[src/rtl/ex_mem_stage.sv]
// ----------------------------------------------------------------------------
// ex_mem_stage
//   EX/MEM pipeline stage that sits directly after the ALU. Each accepted entry
//   holds the ALU result, store data, destination register and the write-back
//   and memory control bits. Entries go into a 2-entry skid buffer that talks to
//   the memory stage with a valid/ready handshake. BEQ-style branches are
//   resolved from the ALU zero flag. A taken branch sends a one-cycle redirect
//   pulse to fetch.
//
// Optional feature macro: EX_MEM_PERF_CNT_EN
//   When this macro is defined, the perf_accepted and perf_stall counter
//   outputs are added.
//
// Ports
//   clk, rst        clock (rising edge), asynchronous active-high reset
//   flush           synchronous discard of all buffered entries
//   in_valid/ready  handshake from the execute stage (in_ready = count != 2)
//   alu_res, alu_zf ALU result and zero flag
//   store_data      rt value for stores
//   rd_addr, reg_wr destination register and write-back enable
//   mem_rd, mem_wr  load / store controls
//   is_branch       entry is a BEQ
//   br_tgt_in       precomputed branch target
//   out_valid/ready handshake toward the memory stage
//   out_*           registered head entry fields, held while out_valid = 0
//   br_taken        one-cycle redirect pulse
//   br_target       redirect address, meaningful while br_taken = 1
//   perf_accepted   (macro only) number of pushes, wraps at 2^32
//   perf_stall      (macro only) cycles with in_valid = 1 and in_ready = 0
// ----------------------------------------------------------------------------
module ex_mem_stage #(
    parameter int DATA_W  = 32,
    parameter int RADDR_W = 5
) (
    input  logic               clk,
    input  logic               rst,
    input  logic               flush,
    input  logic               in_valid,
    output logic               in_ready,
    input  logic [DATA_W-1:0]  alu_res,
    input  logic               alu_zf,
    input  logic [DATA_W-1:0]  store_data,
    input  logic [RADDR_W-1:0] rd_addr,
    input  logic               reg_wr,
    input  logic               mem_rd,
    input  logic               mem_wr,
    input  logic               is_branch,
    input  logic [DATA_W-1:0]  br_tgt_in,
    output logic               out_valid,
    input  logic               out_ready,
    output logic [DATA_W-1:0]  out_res,
    output logic [DATA_W-1:0]  out_sdata,
    output logic [RADDR_W-1:0] out_rd,
    output logic               out_reg_wr,
    output logic               out_mem_rd,
    output logic               out_mem_wr,
    output logic               br_taken,
    output logic [DATA_W-1:0]  br_target
`ifdef EX_MEM_PERF_CNT_EN
    ,
    output logic [31:0]        perf_accepted,
    output logic [31:0]        perf_stall
`endif
);

    localparam int ENT_W = 2 * DATA_W + RADDR_W + 3;

    localparam logic [1:0] EMPTY = 2'd0;
    localparam logic [1:0] ONE   = 2'd1;
    localparam logic [1:0] FULL  = 2'd2;

    logic [1:0]       count_q;
    logic [1:0]       count_d;
    logic [ENT_W-1:0] head_q;
    logic [ENT_W-1:0] skid_q;
    logic [ENT_W-1:0] new_entry;
    logic             push;
    logic             take;
    logic             pop;

    // A flush still lets the handshake complete on the input side. The entry
    // is simply not kept.
    assign push = in_valid & in_ready;
    assign take = push & ~flush;
    assign pop  = out_valid & out_ready;

    // A branch never writes back or touches memory, so its controls are
    // cleared when the entry is captured.
    assign new_entry = {alu_res, store_data, rd_addr,
                        reg_wr & ~is_branch,
                        mem_rd & ~is_branch,
                        mem_wr & ~is_branch};

    assign {out_res, out_sdata, out_rd, out_reg_wr, out_mem_rd, out_mem_wr} = head_q;

    // State register: occupancy count
    always_ff @(posedge clk or posedge rst) begin
        if (rst) begin
            count_q <= EMPTY;
        end else begin
            count_q <= count_d;
        end
    end

    // Next-state logic
    always_comb begin
        count_d = count_q;
        if (flush) begin
            count_d = EMPTY;
        end else begin
            case (count_q)
                EMPTY: if (push) count_d = ONE;
                ONE: begin
                    if (push && !pop)      count_d = FULL;
                    else if (pop && !push) count_d = EMPTY;
                end
                FULL:    if (pop) count_d = ONE;
                default: count_d = EMPTY;
            endcase
        end
    end

    // Output decode: in_ready depends only on the count, never on out_ready.
    always_comb begin
        in_ready  = (count_q != FULL);
        out_valid = (count_q != EMPTY);
    end

    // Entry storage. The head register drives out_* directly. The skid
    // register only holds the second entry while the stage is FULL.
    always_ff @(posedge clk or posedge rst) begin
        if (rst) begin
            head_q <= '0;
            skid_q <= '0;
        end else if (!flush) begin
            case (count_q)
                EMPTY: begin
                    if (push) head_q <= new_entry;
                end
                ONE: begin
                    if (push && pop)  head_q <= new_entry;
                    if (push && !pop) skid_q <= new_entry;
                end
                FULL: begin
                    if (pop) head_q <= skid_q;
                end
                default: ;
            endcase
        end
    end

    // Branch redirect. The pulse lasts exactly one cycle after a kept taken
    // branch. The target holds its value between pulses.
    always_ff @(posedge clk or posedge rst) begin
        if (rst) begin
            br_taken  <= 1'b0;
            br_target <= '0;
        end else begin
            br_taken <= take & is_branch & alu_zf;
            if (take && is_branch && alu_zf) br_target <= br_tgt_in;
        end
    end

`ifdef EX_MEM_PERF_CNT_EN
    // The counters wrap naturally. flush does not clear them.
    always_ff @(posedge clk or posedge rst) begin
        if (rst) begin
            perf_accepted <= '0;
            perf_stall    <= '0;
        end else begin
            if (push)                  perf_accepted <= perf_accepted + 32'd1;
            if (in_valid && !in_ready) perf_stall    <= perf_stall + 32'd1;
        end
    end
`endif

endmodule

[config.mk]
export PLATFORM = sky130hd
export DESIGN_NAME = ex_mem_stage
export DESIGN_NICKNAME = d
export VERILOG_FILES = /design/src/rtl/ex_mem_stage.sv
export SDC_FILE = /design/constraint.sdc
export NUM_CORES = 1
export LEC_CHECK = 0
export CAP_MARGIN = 20
export CORE_AREA = 4 4 138 140
export DETAILED_ROUTE_END_ITERATION = 7
export DIE_AREA = 0 0 142 144
export GPL_TIMING_DRIVEN = 0
export PLACE_DENSITY = 0.84
export SETUP_SLACK_MARGIN = 0.2
export SYNTH_ARGS = -nofsm -noshare
export SYNTH_HDL_FRONTEND = slang
export SYNTH_SLANG_ARGS = --single-unit
[constraint.sdc]
create_clock -name clk -period 5.8 [get_ports clk]
set_input_delay 1.16 -clock clk [delete_from_list [all_inputs] [get_ports clk]]
set_output_delay 1.16 -clock clk [all_outputs]
set_load 0.01 [all_outputs]
==> out/results.tsv <==
stage	metric	value	unit
clock_tree	clock_latency	0.42	ns
clock_tree	clk_path_buf_depth	2	
yosys	seq_area_frac_synth	58.9	%
floorplan	die_width	142	um
setup_path	crit_path_end_kind	output pin	
layout	register_area	4480	um2
yosys	synth_fp_nets	586	
yosys	syn_inst	475	
layout	finalInstanceArea	10800	um2
yosys	post_synth.cell_area_avg	16.0	um2
sta	rsz0062_at_grt	no	
place	numPortBuffers	217	
global_routing	antenna_found_initial	0	
setup_path	path_depth	4	
power	powerDensity	361	nW/um2
setup_path	slowest_delay	0.68	ns
sta	period_share	59.8	%
sta	timing.final.crit_period	3.47	ns
place	place_area	10100	um2
setup_path	reg2reg_depth	5	
drt	drt_iter0_drc	97	
sta	drv_slew	0	
yosys	synth_warnings	0	
setup_path	crit_slowest_cell	clkdlybuf4s50_1	
layout	nNetsFinal	826	
setup_path	start_kind	flip-flop	
yosys	netlist_area	7600	um2
drt	routed_wl	17.6	mm
clock_tree	cts.clk_slew.worst_paths	0.07	ns
clock_tree	cts_hold_buf	0	
clock_tree	h-tree-depth	4	
floorplan	core_area	17800	um2
setup_path	crit_required	4.64	ns
clock_tree	cts_root_buf	clkbuf_16	
clock_tree	cts_tree	done	
global_routing	grt_usage	17.4	%
place	hpwl	13.3	mm
hold_path	holdCritPathClass	flip-flop to flip-flop	
yosys	ys_types	22	
setup_path	crit_buf_inv	3	
sta	worstMarginPinSlew	0.787	ns
power	ir_drop	0.199	mV
drt	antenna_left	0	
hold_path	hold-path-cell-count	1	
drt	dr.pass1.iters	4	
power	p_leak	4.57	nW
layout	final_cell_mix	mux2_2, clkdlybuf4s50_1, dfrtp_1	
floorplan	fp-row-count	49	
floorplan	die_area	20400	um2
setup_path	critPathMaxFanout	10	
layout	mostFrequentLayoutCell	mux2_2	
layout	multiInputGateArea	2940	um2
setup_path	path_delay_family	buffers and inverters	
global_routing	grt_max_degree	46	
global_routing	first_global_vias	5542	
floorplan	initial_core_util	42.6	%
setup_path	cp_cell_sequence	clkbuf_2 > nand2b_1 > clkbuf_1 > clkdlybuf4s50_1	
global_routing	overflow	0	
drt	wl_per_cell	18.4	um
yosys	synth-seq-cells	179	
clock_tree	cts.sinks	179	
sta	fmax	0.288	GHz
clock_tree	cts-resized-gates	0	
sta	finalSetupTns	0	ns
sta	skew	0.00929	ns
job	drv_cap	0	
setup_path	cp.arrival	2.31	ns
layout	area_growth	42.1	%
place	gp_congestion	0.775	
layout	diodes	0	
clock_tree	numCtsBuffers	17	
clock_tree	post-cts-setup-buffers	0	
run_status	status	completed	
drt	dr_total_vias	4735	
layout	final_layout_size_suffix_gt1_share	42.7	%
floorplan	pin_count	218	
sta	finalHoldViolations	0	
floorplan	die_h	144	um
layout	fillers	1343	
global_routing	grt_first_pass_wirelength	28.3	mm
drt	drc_errors	0	
sta	max-slew-margin-rel	47.5	%
sta	setup_violations	0	
drt	vias_per_cell	4.95	
setup_path	path_class	flip-flop to output pin	
-- metrics by stage --
stage	setup slack (ns)	util, %	hold slack (ns)	instances	power [mW]
3_3_place_gp	1.13	56.4	0.474	921	2.61
6_report	2.33	60.5	0.500	957	3.90
2_1_floorplan	2.35	-	0.475	475	2.14
4_1_cts	2.27	60.5	0.507	957	3.95
5_1_grt	2.22	60.5	0.514	957	4.09
3_5_place_dp	2.48	56.9	0.480	925	2.67
-- layer usage --
| layer | vias to the layer above | track usage, % | share of wire, % |
|---|---|---|---|
| li1 | 2184 | - | - |
| met1 | 2390 | 20.2 | 39 |
| met2 | 144 | 30.7 | 52 |
| met3 | 17 | 6.22 | 7.5 |
| met4 | 0 | 4.95 | 1.5 |
| met5 | - | 0 | 0 |
-- Yosys cell counts --
library cell / instances / area, um2
dfrtp_1: 179 / 4480
nand2b_1: 1 / 6.26
o21ba_2: 1 / 10.0
inv_1: 1 / 3.75
nor2b_1: 4 / 25.0
a21oi_1: 1 / 5.00
o31ai_4: 1 / 21.3
mux2_1: 5 / 56.3
clkbuf_2: 1 / 5.00
a21boi_0: 1 / 7.51
buf_6: 7 / 78.8
nand2_1: 3 / 11.3
mux2_2: 243 / 2740
and4bb_2: 1 / 12.5
or3b_2: 1 / 8.76
or2_2: 1 / 6.26
nor2_1: 2 / 7.51
or4bb_1: 1 / 11.3
nand3_1: 1 / 5.00
clkbuf_1: 1 / 3.75
mux2i_1: 1 / 10.0
buf_2: 18 / 90.1
-- cells by family (layout without fill, tap and decap cells) --
| family | Yosys count | after routing | synth area share, % |
|---|---|---|---|
| AO/OA/AOI/OAI | 4 | 4 | 0.576 |
| buffers and inverters | 28 | 281 | 2.39 |
| flip-flops | 179 | 179 | 58.9 |
| multiplexers | 249 | 249 | 36.9 |
| AND/OR/NAND/NOR | 15 | 15 | 1.23 |
-- report_power, final --
group          total, mW  internal [mW]  leakage (nW)  switching, mW
logic              0.930          0.608          2.09          0.322
registers           1.71           1.55          2.16          0.156
clock network       1.27          0.750         0.322          0.516
-- path summary, 6_finish.rpt --
| check | endpoint | startpoint | slack, ns |
|---|---|---|---|
| min in group asynchronous | skid_q[11] | rst | 1.17 |
| min reg2reg | head_q[62] | head_q[62] | 0.50 |
| max | in_ready | count_q[0] | 2.33 |
| max in group asynchronous | skid_q[61] | rst | 3.69 |
| min | head_q[62] | head_q[62] | 0.50 |
| max reg2reg | head_q[65] | count_q[0] | 3.76 |
-- cell type report --
class	instances	area share [%]
sequential	179	41.5
multi-input combinational	268	27.2
timing repair buffer	221	20.9
clock buffer	18	4.07
tap	229	2.65
clock inverter	14	2.00
buffer	27	1.65
inverter	1	0.0695
-- sequential cells by signal, indices dropped and copies added, names as in the netlist --
register / count
count_q: 2
br_taken: 1
head_q: 72
skid_q: 72
br_target: 32
Power figures use the tool's default switching activity.
